### src/rtl/spi_pkg.sv
// Shared definitions for the SPI byte master: FSM state encoding and byte width.
package spi_pkg;
   localparam int SPI_BITS = 8;

   typedef enum logic [2:0] {
      IDLE,
      SETUP,
      HIGH,
      LOW,
      WAIT,
      HOLD,
      GAP
   } spi_state_t;
endpackage

### src/rtl/spi_half_tick.sv
// SCK half-period timer: one-cycle tick every CLK_DIV cycles, self-reloading,
// restartable so each FSM state entry begins a fresh half-period.
module spi_half_tick #(
   parameter int CLK_DIV = 4
) (
   input  logic clk,
   input  logic rst,
   input  logic restart,
   output logic tick
);
   localparam int W = $clog2(CLK_DIV + 1);
   localparam logic [W-1:0] RELOAD = W'(CLK_DIV - 1);

   logic [W-1:0] cnt;

   assign tick = (cnt == '0);

   always_ff @(posedge clk) begin
      if (rst || restart || tick)
         cnt <= RELOAD;
      else
         cnt <= cnt - 1'b1;
   end
endmodule

### src/rtl/spi_byte_master.sv
// SPI mode-0 byte master: byte accepted when tx_ready (IDLE/WAIT only), rx_valid 17*CLK_DIV later,
// CS_N rises at 18*CLK_DIV after a last byte; SPI_BYTE_MASTER_CS_GAP_EN adds a 2*CLK_DIV CS_N-high gap.
module spi_byte_master
   import spi_pkg::*;
#(
   parameter int CLK_DIV = 4
) (
   input  logic                clk,
   input  logic                rst,
   input  logic [SPI_BITS-1:0] tx_data,
   input  logic                tx_last,
   input  logic                tx_valid,
   output logic                tx_ready,
   output logic [SPI_BITS-1:0] rx_data,
   output logic                rx_valid,
   output logic                busy,
   output logic                SCK,
   output logic                MOSI,
   input  logic                MISO,
   output logic                CS_N
);
   localparam logic [2:0] LAST_BIT = 3'(SPI_BITS - 1);

   spi_state_t          state;
   logic [SPI_BITS-2:0] tx_sh;
   logic [SPI_BITS-1:0] rx_sh;
   logic [2:0]          bit_cnt;
   logic                last_q;
   logic                tick;
   logic                accept;
`ifdef SPI_BYTE_MASTER_CS_GAP_EN
   logic                gap_half;
`endif

   assign tx_ready = (state == IDLE) || (state == WAIT);
   assign accept   = tx_valid && tx_ready;
   assign busy     = ~CS_N;

   // Transitions out of IDLE/WAIT are the only ones not driven by a tick,
   // so an accept is the only external restart the timer needs.
   spi_half_tick #(.CLK_DIV(CLK_DIV)) u_half_tick (
      .clk     (clk),
      .rst     (rst),
      .restart (accept),
      .tick    (tick)
   );

   always_ff @(posedge clk) begin
      if (rst) begin
         state    <= IDLE;
         CS_N     <= 1'b1;
         SCK      <= 1'b0;
         MOSI     <= 1'b0;
         rx_data  <= '0;
         rx_valid <= 1'b0;
         tx_sh    <= '0;
         rx_sh    <= '0;
         bit_cnt  <= '0;
         last_q   <= 1'b0;
`ifdef SPI_BYTE_MASTER_CS_GAP_EN
         gap_half <= 1'b0;
`endif
      end else begin
         rx_valid <= 1'b0;
         case (state)
            IDLE, WAIT: begin
               if (accept) begin
                  state   <= SETUP;
                  CS_N    <= 1'b0;
                  MOSI    <= tx_data[SPI_BITS-1];
                  tx_sh   <= tx_data[SPI_BITS-2:0];
                  last_q  <= tx_last;
                  bit_cnt <= '0;
               end
            end
            SETUP: begin
               if (tick) begin
                  state <= HIGH;
                  SCK   <= 1'b1;
                  rx_sh <= {rx_sh[SPI_BITS-2:0], MISO};
               end
            end
            HIGH: begin
               if (tick) begin
                  state <= LOW;
                  SCK   <= 1'b0;
                  // After the final bit MOSI keeps bit 0 through WAIT/HOLD.
                  if (bit_cnt != LAST_BIT) begin
                     MOSI  <= tx_sh[SPI_BITS-2];
                     tx_sh <= {tx_sh[SPI_BITS-3:0], 1'b0};
                  end
               end
            end
            LOW: begin
               if (tick) begin
                  if (bit_cnt == LAST_BIT) begin
                     rx_data  <= rx_sh;
                     rx_valid <= 1'b1;
                     state    <= last_q ? HOLD : WAIT;
                  end else begin
                     bit_cnt <= bit_cnt + 1'b1;
                     state   <= HIGH;
                     SCK     <= 1'b1;
                     rx_sh   <= {rx_sh[SPI_BITS-2:0], MISO};
                  end
               end
            end
            HOLD: begin
               if (tick) begin
                  CS_N <= 1'b1;
`ifdef SPI_BYTE_MASTER_CS_GAP_EN
                  state    <= GAP;
                  gap_half <= 1'b0;
`else
                  state <= IDLE;
`endif
               end
            end
`ifdef SPI_BYTE_MASTER_CS_GAP_EN
            GAP: begin
               if (tick) begin
                  gap_half <= 1'b1;
                  if (gap_half)
                     state <= IDLE;
               end
            end
`endif
            default: state <= IDLE;
         endcase
      end
   end
endmodule

### config.mk
export PLATFORM = sky130hd
export DESIGN_NAME = spi_byte_master
export DESIGN_NICKNAME = d
export VERILOG_FILES = /design/src/rtl/spi_pkg.sv /design/src/rtl/spi_half_tick.sv /design/src/rtl/spi_byte_master.sv
export SDC_FILE = /design/constraint.sdc
export NUM_CORES = 1
export LEC_CHECK = 0
export ABC_AREA = 1
export BUFFER_PORTS_ARGS = -buffer_cell sky130_fd_sc_hd__buf_2
export CAP_MARGIN = 20
export CORE_ASPECT_RATIO = 1.75
export CORE_MARGIN = 2
export CORE_UTILIZATION = 49
export DETAILED_ROUTE_END_ITERATION = 16
export PLACE_DENSITY = 0.72
export REMOVE_ABC_BUFFERS = 1
export SETUP_SLACK_MARGIN = 0.3
export SLEW_MARGIN = 40
export SYNTH_ARGS = -nofsm -noshare
export SYNTH_HDL_FRONTEND = slang
export SYNTH_HIERARCHICAL = 1
export SYNTH_SLANG_ARGS = --single-unit
### constraint.sdc
create_clock -name clk -period 1.5 [get_ports clk]
set_clock_uncertainty 0.1 [all_clocks]
set_input_delay 0.075 -clock clk [delete_from_list [all_inputs] [get_ports clk]]
set_output_delay 0.075 -clock clk [all_outputs]
set_load 0.05 [all_outputs]
After elaboration in Yosys (flattened, before gate mapping)
Cells that the tools add are included.
- add/sub/neg operators: 2
- $mul: 0
- div/mod/pow operators: 0
- order comparisons: 0
- equal/unequal tests: 14
- shift-type cells: 0
- multiplexer cells: 32
- bitwise operators: 3
- reduce and logical (&&, ||, !) cells: 21
- operator list (cell ; count):
    $mux W3 ; 9
    $mux W8 ; 3
    $mux W7 ; 3
    $pmux W8 S2 ; 1
    $pmux W3 S5 ; 1
    $pmux W7 S2 ; 1
    $reduce_and A4 Y1 ; 3
    $mux W1 ; 10
    $ne A2 B1 Y1 const B ; 5
    $reduce_and A5 Y1 ; 2
    $eq A3 B3 Y1 const B ; 3
    $reduce_bool A2 Y1 ; 4
    $eq A3 B2 Y1 const B ; 2
    $logic_not A3 Y1 ; 2
    $pmux W3 S2 ; 1
    $reduce_and A3 Y1 ; 2
    $ne A2 B2 Y1 const B ; 2
    $pmux W1 S2 ; 2
    $add A3 B1 Y3 const B ; 1
    $eq A3 B1 Y1 const B ; 1
    $logic_or A1 B1 Y1 ; 3
    $ne A3 B3 Y1 const B ; 1
    $not A1 Y1 ; 3
    $pmux W1 S3 ; 1
    6 further kinds ; 6
- flip-flop bits (word level): 37
- bits in latches: 0
- RAM bits: 0
- memory bits (read-only): 0
- output and inout bits: 14
- memories kept: 0

Depth between registers and ports, before layout
Gate-level depths: netlist of the first run.
- depth after elaboration: 5
- mapped depth: 9
- gate-level depth less buffers: 8

Cells and area by module
Netlist of the first run, hierarchy kept.
- modules (own cells, without submodules) (module ; times used ; cells an instance ; area each (µm²)):
    spi_byte_master ; 1 ; 210 ; 1498.9
    spi_half_tick ; 1 ; 14 ; 123.9

Worst setup path before layout of the first run
No wires, ideal clock.
- path type: reg2reg
- from: register state[0]
- to: register bit_cnt[2]
- arrival time: 1.606 ns
- required time: 1.330 ns
- slack: -0.276 ns
- cell stages (with the launch flop): 6
- path buffers: 0
- clock period less this slack: 1.776 ns
- path through: dfxtp_1 -> nor2_1 -> nand2_1 -> o21ai_1 -> o21ai_0 -> a21oi_1
- longest elaborated chain between the ends: 5
- ends and longest elaborated chain (element ; RTL line ; text):
    start: declaration ; spi_byte_master.sv:24 ; spi_state_t state;
    start signal: assignment ; spi_byte_master.sv:99 ; state <= last_q ? HOLD : WAIT;
    $eq A3 B3 Y1 or $logic_not A3 Y1 (tied branches) ; spi_byte_master.sv:35 ; assign tx_ready = (state == IDLE) || (state == WAIT);
    $logic_or A1 B1 Y1 * ; spi_byte_master.sv:35 ;
    net tx_ready ; spi_byte_master.sv:13 ; output logic tx_ready,
    $logic_and A1 B1 Y1 * ; spi_byte_master.sv:36 ; assign accept = tx_valid && tx_ready;
    $ne A2 B1 Y1 (no line) * ; n/a ;
    $reduce_and A4 Y1 (no line) * ; n/a ;
    end signal: assignment ; spi_byte_master.sv:101 ; bit_cnt <= bit_cnt + 1'b1;
    end: declaration ; spi_byte_master.sv:27 ; logic [2:0] bit_cnt;
Mark *: on every way through the listed nets, which the timed path passes. The rest lies on a longest branch.
A chain may end at the register's enable or synchronous reset.

Worst setup path in the final report of the first run
- from: register u_half_tick.cnt[0]
- to: register state[2]
- longest elaborated chain between the ends: 3
- ends and longest elaborated chain (element ; RTL line ; text):
    start: declaration ; spi_half_tick.sv:14 ; logic [W-1:0] cnt;
    start signal: assignment ; spi_half_tick.sv:22 ; cnt <= cnt - 1'b1;
    $logic_not A3 Y1 * ; spi_half_tick.sv:16 ; assign tick = (cnt == '0);
    net tick ; spi_byte_master.sv:29 ; logic tick;
    $ne A2 B1 Y1 (no line) ; n/a ;
    $reduce_and A5 Y1 (no line) * ; n/a ;
Marked as above.

==> results of run 1 <==
[worst max-delay path, stage by stage (launching register included)]
cell and delay [ns]:
dfxtp_2 0.35, inv_2 0.05, ha_4 0.15, ha_4 0.18
buf_6 0.13, inv_6 0.06, nand2_4 0.06, o211ai_1 0.16
nand2_1 0.11, a21oi_1 0.13
[area by class of cell]
type / instances / area (um^2)
clock inverter: 3 / 46.3
inverter: 21 / 88.8
multi-input combinational: 158 / 992
fill: 228 / 708
sequential: 37 / 753
timing repair buffer: 57 / 430
clock buffer: 5 / 68.8
tap: 43 / 53.8
[kinds of logic after synthesis]
family	after synthesis	share of synthesized area
compound gates	39	0.129
fa+ha+maj	4	0.0308
buf+inv	29	0.0756
flops	37	0.456
simple gates	115	0.308
[repair_timing]
action | in CTS | in global routing
setup buffers | 5 | 5
endpoints found under the hold margin | 2 | 0
pin swaps | 18 | 10
setup endpoints to repair | 37 | 37
hold buffers | 2 | 0
resized for setup | 54 | 27
[worst max-delay path by stage]
| stage | startpoint | to | slack [ns] | depth (start not counted) |
|---|---|---|---|---|
| final | u_half_tick/cnt[0] | state[2] | -0.05 | 9 |
| after global routing | u_half_tick/cnt[0] | state[2] | -0.10 | 9 |
| after CTS | u_half_tick/cnt[0] | tx_sh[3] | 0.06 | 8 |
| after detailed placement | u_half_tick/cnt[0] | state[2] | -0.13 | 9 |
| after global placement | u_half_tick/cnt[0] | state[2] | -0.1 | 9 |
| after floorplan | state[0] | bit_cnt[1] | -0.29 | 5 |
[Yosys cell counts, drive strengths merged]
library cell / instances / area [um^2]
nand3: 33 / 170
clkbuf: 4 / 15.0
ha: 4 / 50.1
o211ai: 1 / 7.51
o21ai: 14 / 73.8
inv: 21 / 78.8
nand2: 45 / 174
o221ai: 1 / 8.76
buf: 4 / 28.8
a21oi: 23 / 119
nor2: 37 / 156
dfxtp: 37 / 741
[layer usage]
metal  global-route usage  part of all wire  vias up
met5                    0                 0        -
met1                0.249              0.36      804
met3               0.0629             0.036       16
li1                     -                 -      843
met4                0.128             0.038        0
met2                0.441              0.56       41
[sequential cells by signal, indices dropped and copies added, names as in the netlist]
register         count
CS_N                 1
MOSI                 1
SCK                  1
bit_cnt              3
last_q               1
rx_data              8
rx_sh                8
rx_valid             1
state                3
tx_sh                7
u_half_tick/cnt      3
[power breakdown]
group          leakage, nW  total [mW]  switching (mW)  internal, mW
clock network       0.0543       0.892           0.394         0.498
registers            0.303        1.06          0.0353          1.03
logic                0.699       0.427           0.247         0.180
total                 1.06        2.38           0.677          1.71
[through the flow]
step,setup slack (ns),utilization
finish,-0.0458,0.775
global route,-0.102,0.775
CTS,0.0612,0.731
detailed placement,-0.132,0.611
global placement,-0.0989,0.611
floorplan,-0.287,-
==> Implementation_results.wiki, run 1 <==
{| class="wikitable"
! Metric !! Value
|-
| Setup violations, final || 2
|-
| Initial Utilization || 0.517
|-
| Final RePlAce weighted congestion || 0.846
|-
| HPWL after detailed placement || approximately 2600 um
|-
| Area overhead of the layout relative to synthesis || 50.0%
|-
| Synthesis-stage register bit count || 37
|-
| Ratio of routed vias to standard cells || 5.26
|-
| Ratio of total power to cell area || 979 nW/um^2
|-
| Worst Min Path Start || tx_data[0]
|-
| Count of pins over their slew limit || 0
|-
| Post-route standard cell area excluding fillers || 2430 um^2
|-
| N_diodes || 0
|-
| Final hold slack || a little under 0.002 ns
|-
| Clock root buffer master || clkbuf_8
|-
| Measured slew at the worst slew-check pin || between 0.2 and 0.3 ns
|-
| Number of nets in the finished design || ~300
|-
| Endpoint of the worst hold-timing path || tx_sh[0]
|-
| First-pass GRT wire length || 6660 um
|-
| Total standard cell area after synthesis || 1620 um^2
|-
| Maximum level of the CTS H-tree || 2
|-
| Crit-path max FO || 6
|-
| Number of non-filler instances in the completed layout || 324
|-
| Remaining design rule violation count || 0
|-
| Initial antenna violation count || 0
|-
| Failing checks || setup timing
|-
| Clock transition at the register clock pins on the worst setup and hold paths after CTS || 0.08 ns
|-
| Die Area || ~3800 um^2
|-
| Shortest clock period the worst path allows after layout || approximately 1.5 ns
|-
| Total design power || approximately 2.4 mW
|-
| Sequential area share after synthesis || 0.456
|-
| Boundary pin count || 27
|-
| Setup slack after layout || -0.0458 ns
|-
| Maximum operating frequency || 0.647 GHz
|-
| Most common cell after layout, fill and taps aside || nand2_1
|-
| Aggregate global routing overflow || 0
|-
| Inst Count DP || 304
|-
| Per-instance average area after synthesis || about 7.2 um^2
|-
| Chip height || 80.1 um
|-
| Hold violation count in the final report || 0
|-
| Crit path kind || flop to flop
|-
| Hold path cells || 5
|-
| Worst hold path type || primary input to flop
|-
| DRT Pass-1 Iters || 4
|-
| Wirelength, routed || 4840 um
|-
| Die Span X || 47.5 um
|-
| Lkg Pwr || 1.06 nW
|-
| Worst reg-to-reg setup slack || -0.05 ns
|-
| Global routing usage summed across all routing layers || 0.250
|-
| Worst setup SP type || flop
|-
| Run status || finished, violations left
|-
| Port-buffer cells || 26
|-
| TritonCTS clock tree || done
|-
| Pin count of the biggest net entering global routing || 18
|-
| Data arrival time of the critical path || around 1.7 ns
|-
| Drt first-iter violations || 44
|-
| YS warnings || 6
|-
| TritonCTS buffer count || 5
|-
| Number of maximum-capacitance constraint violations || 0
|-
| Maximum clock path buffer count || 2
|-
| FF-to-FF Start || u_half_tick/cnt[0]
|-
| Sum of negative setup slack || -0.0629 ns
|-
| Period Utilization, post-route || 1.03
|-
| Antenna violation net count after detailed routing || 0
|-
| Fraction of final layout cells sized beyond drive strength 1 || 0.438
|-
| VDD IR-drop max || roughly 1.4 mV
|-
| Detailed-route wire length per cell || 15.0 um
|-
| Worst EP required || 1.63 ns
|-
| Unrepaired setup endpoints after global routing || true
|-
| Synth cell types || 22
|-
| Worst r2r path cells || 9
|-
| Via count of the first global-routing pass || 1532
|-
| Row cnt || 27
|-
| Post-Syn Instances || between 200 and 250
|-
| Most frequent cells in the layout || nand2_1 (34), dfxtp_1 (31), nor2_1 (30), buf_2 (25), buf_4 (21)
|-
| Worst reg2reg path endpoint || state[2]
|-
| Clock Sinks || 37
|-
| Core area || 3140 um^2
|-
| Worst slew margin || 0.805
|-
| Clock latency reported for the late side of the worst-skew pair || 0.31 ns
|-
| Nature of the critical path endpoint || flop
|-
| Total number of vias || 1704
|-
| Placed inst area || approximately 1900 um^2
|}
(Power assumes the default switching activity.)
==> run 2: changes to the inputs <==
- PLACE_DENSITY: 0.72 -> 0.79
==> Implementation_results.wiki, run 2 (synthesized netlist as in run 1, its figures left out) <==
{| class="wikitable"
! Metric !! Value
|-
| Run status || finished, violations left (unchanged)
|-
| Failing checks || setup timing (unchanged)
|-
| Clock Sinks || 37 (unchanged)
|-
| Shortest clock period the worst path allows after layout || 1.54 ns (was 1.55 ns)
|-
| Via count of the first global-routing pass || 1576 (was 1532)
|-
| VDD IR-drop max || 0.860 mV (was 1.36 mV)
|-
| Number of non-filler instances in the completed layout || 326 (was 324)
|-
| Cell repeated most along the worst path || ha_4 (unchanged)
|-
| Row cnt || 27 (unchanged)
|-
| Setup violations, final || 14 (was 2)
|-
| Antenna violation net count after detailed routing || 0 (unchanged)
|-
| Count of pins over their slew limit || 0 (unchanged)
|-
| Area overhead of the layout relative to synthesis || 56.1% (was 50.0%)
|-
| Die Span X || 47.5 um (unchanged)
|-
| Port-buffer cells || 26 (unchanged)
|-
| N_diodes || 0 (unchanged)
|-
| Drt first-iter violations || 39 (was 44)
|-
| Initial Utilization || 0.517 (unchanged)
|-
| TritonCTS buffer count || 5 (unchanged)
|-
| Inst Count DP || 303 (was 304)
|-
| Clock root buffer master || clkbuf_8 (unchanged)
|-
| HPWL after detailed placement || 2590 um (was 2630 um)
|-
| Met1 usage || 0.252 (was 0.249)
|-
| Crit-path leading delay family || flip-flops (unchanged)
|-
| Placed inst area || 1910 um^2 (was 1920 um^2)
|-
| Global routing's busiest layer || met2 (unchanged)
|-
| GR Util met3 || 0.0764 (was 0.0629)
|-
| Multi-input gate area || 1020 um^2 (was 992 um^2)
|-
| Setup slack after layout || -0.0431 ns (was -0.0458 ns)
|-
| Die Area || 3810 um^2 (unchanged)
|-
| Post-route standard cell area excluding fillers || 2530 um^2 (was 2430 um^2)
|-
| Remaining design rule violation count || 0 (unchanged)
|-
| Maximum clock path buffer count || 2 (unchanged)
|-
| Layout fillers || 205 (was 228)
|-
| Biggest registers after layout || rx_data x8, rx_sh x8, tx_sh x7 (unchanged)
|-
| Hold violation count in the final report || 0 (unchanged)
|-
| Unrepaired setup endpoints after global routing || true (unchanged)
|-
| Number of nets in the finished design || 299 (was 297)
|-
| Chip height || 80.1 um (unchanged)
|-
| Aggregate global routing overflow || 0 (unchanged)
|-
| TritonCTS clock tree || done (unchanged)
|-
| Final RePlAce weighted congestion || 0.800 (was 0.846)
|-
| Ratio of routed vias to standard cells || 5.36 (was 5.26)
|-
| Initial antenna violation count || 0 (unchanged)
|-
| Sum of negative setup slack || -0.190 ns (was -0.0629 ns)
|-
| Boundary pin count || 27 (unchanged)
|-
| Most common cell after layout, fill and taps aside || nand2_1 (unchanged)
|-
| Clock transition at the register clock pins on the worst setup and hold paths after CTS || 0.08 ns (about the same)
|-
| Cell chain of the critical path || inv_2 > ha_4 > ha_4 > buf_6 > inv_6 > nand3_2 > o211ai_1 > nand2_1 > a21oi_2 (was inv_2 > ha_4 > ha_4 > buf_6 > inv_6 > nand2_4 > o211ai_1 > nand2_1 > a21oi_1)
|-
| Critical path's slowest cell || dfxtp_2 (unchanged)
|-
| Worst EP required || 1.63 ns (about the same)
|-
| Worst slew margin || 0.778 (was 0.805)
|-
| Nature of the critical path endpoint || flop (unchanged)
|-
| Period Utilization, post-route || 1.03 (about the same)
|-
| Crit-path max FO || 4 (was 6)
|-
| Core area || 3140 um^2 (unchanged)
|-
| Buf/Inv on CP || 3 (unchanged)
|-
| Measured slew at the worst slew-check pin || 0.332 ns (was 0.291 ns)
|-
| Worst hold path type || primary input to flop (unchanged)
|-
| Detailed-route wire length per cell || 16.1 um (was 15.0 um)
|-
| Pin count of the biggest net entering global routing || 18 (unchanged)
|-
| Routing usage on met2 || 0.434 (was 0.441)
|-
| DRT Pass-1 Iters || 4 (unchanged)
|-
| Maximum level of the CTS H-tree || 2 (unchanged)
|-
| Global routing usage summed across all routing layers || 0.247 (was 0.250)
|-
| Clock latency reported for the late side of the worst-skew pair || 0.29 ns (was 0.31 ns)
|-
| Worst setup SP type || flop (unchanged)
|-
| Delay of the slowest cell on the worst path || 0.35 ns (about the same)
|-
| Lkg Pwr || 1.11 nW (was 1.06 nW)
|-
| Wirelength, routed || 5230 um (was 4840 um)
|-
| Maximum operating frequency || 0.648 GHz (was 0.647 GHz)
|-
| First-pass GRT wire length || 6730 um (was 6660 um)
|-
| Most frequent cells in the layout || nand2_1 (38), dfxtp_1 (31), buf_2 (26), nor2_1 (24), nand3_1 (19) (was nand2_1 (34), dfxtp_1 (31), nor2_1 (30), buf_2 (25), buf_4 (21))
|-
| Number of maximum-capacitance constraint violations || 0 (unchanged)
|-
| Fraction of final layout cells sized beyond drive strength 1 || 0.445 (was 0.438)
|-
| Ratio of total power to cell area || 989 nW/um^2 (was 979 nW/um^2)
|-
| Data arrival time of the critical path || 1.67 ns (was 1.68 ns)
|-
| Total number of vias || 1748 (was 1704)
|-
| Seq. cell area || 753 um^2 (unchanged)
|-
| Crit path kind || flop to flop (unchanged)
|}
[run 2: cell types whose count changed in the layout (fill, tap and decap cells not counted), sizes merged]
cell | before | now
buf | 55 | 56
bufinv | 1 | 2
clkinvlp | 1 | 0
nand2 | 45 | 46
[run 2: stage by stage]
stage,setup slack (ns),power [mW],utilization,hold WS (ns)
after floorplan,-0.287,1.27,-,0.0441
after global placement,-0.102,1.38,0.608,0.226
after detailed placement,-0.174,1.39,0.608,0.238
after CTS,0.0189,2.45,0.741,0.0220
after global routing,-0.104,2.60,0.806,0.0629
final,-0.0431,2.50,0.806,0.0402
[run 2: path summary, 6_finish.rpt]
path / start / to / slack (ns) / cells past startpoint
max: u_half_tick/cnt[0] / state[2] / -0.04 / 9
min: tx_data[0] / tx_sh[0] / 0.04 / 5
max reg2reg: u_half_tick/cnt[0] / state[2] / -0.04 / 9
min reg2reg: SCK / SCK / 0.38 / 2
[run 2: what timing repair did]
item | in CTS | in global routing
pin swaps | 18 | 12
gates resized for setup | 60 | 38
gates cloned | 1 | 1
hold buffers | 2 | 0
setup buffers | 5 | 6
hold endpoints to repair | 2 | 0
endpoints found under the setup margin | 37 | 37
[run 2: routing by layer]
metal  share of wire  wire (um)
met3           0.034        180
met1            0.39       2070
met4           0.031        164
met2            0.54       2820
met5               0          0
[run 2: power by group]
part           total [mW]  internal, mW  switching [mW]
logic               0.426         0.175           0.251
clock network        1.02         0.660           0.358
registers            1.06          1.03          0.0319
total                2.50          1.86           0.641
[run 2: final cells by class]
class                           instances  share of cell area
Clock buffer                            5              0.0272
Sequential cell                        37               0.297
Timing Repair Buffer                   58               0.188
Clock inverter                          3              0.0257
Tap cell                               43              0.0212
Multi-Input combinational cell        159               0.404
Inverter                               21              0.0371
[run 2: tightest hold or removal path, cell delays in order]
cell	delay, ns
buf_2	0.10
nand2_1	0.06
nand3_1	0.07
nand2_1	0.06
nor2_1	0.04
==> run 3: changes to the inputs <==
- REMOVE_ABC_BUFFERS: 1 -> unset
==> Implementation_results.wiki, run 3 (synthesized netlist as in run 1, its figures left out) <==
{| class="wikitable"
! Metric !! Value
|-
| Run status || complete, no violations (was finished, violations left)
|-
| Crit path kind || flop to flop (unchanged)
|-
| Worst r2r path cells || 8 (was 9)
|-
| Clock transition at the register clock pins on the worst setup and hold paths after CTS || 0.08 ns (about the same)
|-
| Worst reg-to-reg setup slack || 0.003 ns (was -0.04 ns)
|-
| Via count of the first global-routing pass || 1497 (was 1576)
|-
| Number of maximum-capacitance constraint violations || 0 (unchanged)
|-
| Clock root buffer master || clkbuf_8 (unchanged)
|-
| Setup violations, final || 0 (was 14)
|-
| Hold violation count in the final report || 0 (unchanged)
|-
| Syn Nets || between 200 and 250
|-
| Placed inst area || 1990 um^2 (was 1910 um^2)
|-
| Maximum level of the CTS H-tree || 2 (unchanged)
|-
| Endpoint of the worst hold-timing path || tx_sh[0] (unchanged)
|-
| Hold path cells || 5 (unchanged)
|-
| Routed length on met3 || 131 um (was 180 um)
|-
| Ratio of routed vias to standard cells || 5.13 (was 5.36)
|-
| Crit-path max FO || 6 (was 4)
|-
| Worst hold path type || primary input to flop (unchanged)
|-
| Fraction of final layout cells sized beyond drive strength 1 || 0.417 (was 0.445)
|-
| Area overhead of the layout relative to synthesis || 46.7% (was 56.1%)
|-
| Shortest clock period the worst path allows after layout || 1.50 ns (was 1.54 ns)
|-
| Maximum operating frequency || 0.668 GHz (was 0.648 GHz)
|-
| Biggest registers after layout || rx_data x8, rx_sh x8, tx_sh x7 (unchanged)
|-
| Final hold slack || 0.0125 ns (was 0.0402 ns)
|-
| Data arrival time of the critical path || 1.60 ns (was 1.67 ns)
|-
| Lkg Pwr || 1.04 nW (was 1.11 nW)
|-
| Setup slack after layout || 0.00313 ns (was -0.0431 ns)
|-
| Boundary pin count || 27 (unchanged)
|-
| Total design power || 2.34 mW (was 2.50 mW)
|-
| Aggregate global routing overflow || 0 (unchanged)
|-
| Initial Utilization || 0.517 (unchanged)
|-
| Nature of the critical path endpoint || flop (unchanged)
|-
| Count of pins over their slew limit || 0 (unchanged)
|-
| Initial antenna violation count || 0 (unchanged)
|-
| VDD IR-drop max || 1.08 mV (was 0.860 mV)
|-
| N_diodes || 0 (unchanged)
|-
| Highest Signal Layer || met4 (unchanged)
|-
| First-pass GRT wire length || 6330 um (was 6730 um)
|-
| HPWL after detailed placement || 2610 um (was 2590 um)
|-
| Die Area || 3810 um^2 (unchanged)
|-
| Worst Min Path Start || tx_data[0] (unchanged)
|-
| Total number of vias || 1648 (was 1748)
|-
| Worst reg2reg path endpoint || bit_cnt[0] (was state[2])
|-
| TritonCTS buffer count || 5 (unchanged)
|-
| Worst setup SP type || flop (unchanged)
|-
| Post-Route M1 WL || 1700 um (was 2070 um)
|-
| Number of non-filler instances in the completed layout || 321 (was 326)
|-
| Clock Sinks || 37 (unchanged)
|-
| Ratio of total power to cell area || 985 nW/um^2 (was 989 nW/um^2)
|-
| Pin count of the biggest net entering global routing || 18 (unchanged)
|-
| Number of nets in the finished design || 294 (was 299)
|-
| Core area || 3140 um^2 (unchanged)
|-
| Maximum clock path buffer count || 2 (unchanged)
|-
| Wirelength, routed || 4330 um (was 5230 um)
|-
| DRT Pass-1 Iters || 4 (unchanged)
|-
| Final RePlAce weighted congestion || 0.910 (was 0.800)
|-
| Inst Count DP || 296 (was 303)
|-
| Detailed-route wire length per cell || 13.5 um (was 16.1 um)
|-
| TritonCTS clock tree || done (unchanged)
|-
| Met2 routed wirelength || 2390 um (was 2820 um)
|-
| Row cnt || 27 (unchanged)
|-
| Port-buffer cells || 26 (unchanged)
|-
| Worst slew margin || 0.835 (was 0.778)
|-
| Period Utilization, post-route || 0.998 (was 1.03)
|-
| Post-route standard cell area excluding fillers || 2380 um^2 (was 2530 um^2)
|-
| Remaining design rule violation count || 0 (unchanged)
|-
| Drt first-iter violations || 42 (was 39)
|-
| Worst EP required || 1.60 ns (was 1.63 ns)
|-
| FF-to-FF Start || bit_cnt[1] (was u_half_tick/cnt[0])
|-
| Most frequent cells in the layout || nand2_1 (32), dfxtp_1 (31), nor2_1 (28), nand3_1 (27), buf_2 (26) (was nand2_1 (38), dfxtp_1 (31), buf_2 (26), nor2_1 (24), nand3_1 (19))
|-
| Measured slew at the worst slew-check pin || 0.250 ns (was 0.332 ns)
|-
| Most common cell after layout, fill and taps aside || nand2_1 (unchanged)
|-
| Chip height || 80.1 um (unchanged)
|-
| Unrepaired setup endpoints after global routing || true (unchanged)
|-
| Antenna violation net count after detailed routing || 0 (unchanged)
|-
| Die Span X || 47.5 um (unchanged)
|-
| Global routing usage summed across all routing layers || 0.225 (was 0.247)
|-
| Clock latency reported for the late side of the worst-skew pair || 0.29 ns (about the same)
|-
| Setup slack at placement || 0.0352 ns (was -0.174 ns)
|}
## run 3: cell count changes in the layout (fill, tap and decap cells not counted), sizes merged
cell / previous run / this run
buf: 56 / 51
clkinvlp: 0 / 1
bufinv: 2 / 1
clkbuf: 5 / 6
inv: 21 / 20
## run 3: area by class of cell
| class | count | area (um^2) |
|---|---|---|
| fill | 231 | 761 |
| sequential | 37 | 756 |
| clock buffer | 6 | 72.6 |
| inverter | 21 | 85.1 |
| tap | 43 | 53.8 |
| clock inverter | 2 | 38.8 |
| multi-input combinational | 159 | 981 |
| timing repair buffer | 53 | 394 |
## run 3: where the power goes
| part | switching (mW) | internal (mW) |
|---|---|---|
| Sequential | 0.0340 | 1.03 |
| Combinational | 0.242 | 0.181 |
| Clock | 0.361 | 0.499 |
| Total | 0.636 | 1.71 |
## run 3: repair_timing
| item | in CTS | in global routing |
|---|---|---|
| setup buffers | 8 | 5 |
| pin swaps | 7 | 6 |
| gates cloned | 0 | 2 |
| hold buffers | 2 | 0 |
| hold endpoints to repair | 2 | 0 |
| resized for setup | 14 | 30 |
| endpoints found under the setup margin | 33 | 36 |
## run 3: routing by layer
metal,track usage,vias to the layer above
li1,-,835
met1,0.252,763
met2,0.389,39
met3,0.0382,11
met4,0.103,0
met5,0,-
## run 3: worst max path at each step
| stage | startpoint | to | slack (ns) | cells past startpoint |
|---|---|---|---|---|
| 3_3_place_gp | bit_cnt[0] | rx_sh[3] | 0.07 | 6 |
| 4_1_cts | bit_cnt[0] | bit_cnt[1] | 0.1 | 7 |
| 6_report | bit_cnt[1] | bit_cnt[0] | 0.003 | 8 |
| 5_1_grt | bit_cnt[1] | bit_cnt[0] | -0.04 | 8 |
| 3_5_place_dp | bit_cnt[0] | rx_sh[7] | 0.04 | 6 |
| 2_1_floorplan | bit_cnt[0] | tx_sh[0] | 0.15 | 7 |
## run 3: worst max-delay path, cell delays in order, from the launching register on
cell,delay (ns)
dfxtp_2,0.34
ha_4,0.16
ha_4,0.19
inv_2,0.08
nand2_2,0.08
buf_4,0.15
nor2_4,0.08
o21ai_1,0.06
a21oi_1,0.16
## run 3: through the flow
stage | setup TNS (ns) | util
final | 0 | 0.758
after global routing | -0.206 | 0.758
after CTS | 0 | 0.712
after detailed placement | 0 | 0.632
after global placement | 0 | 0.632
after floorplan | 0 | -
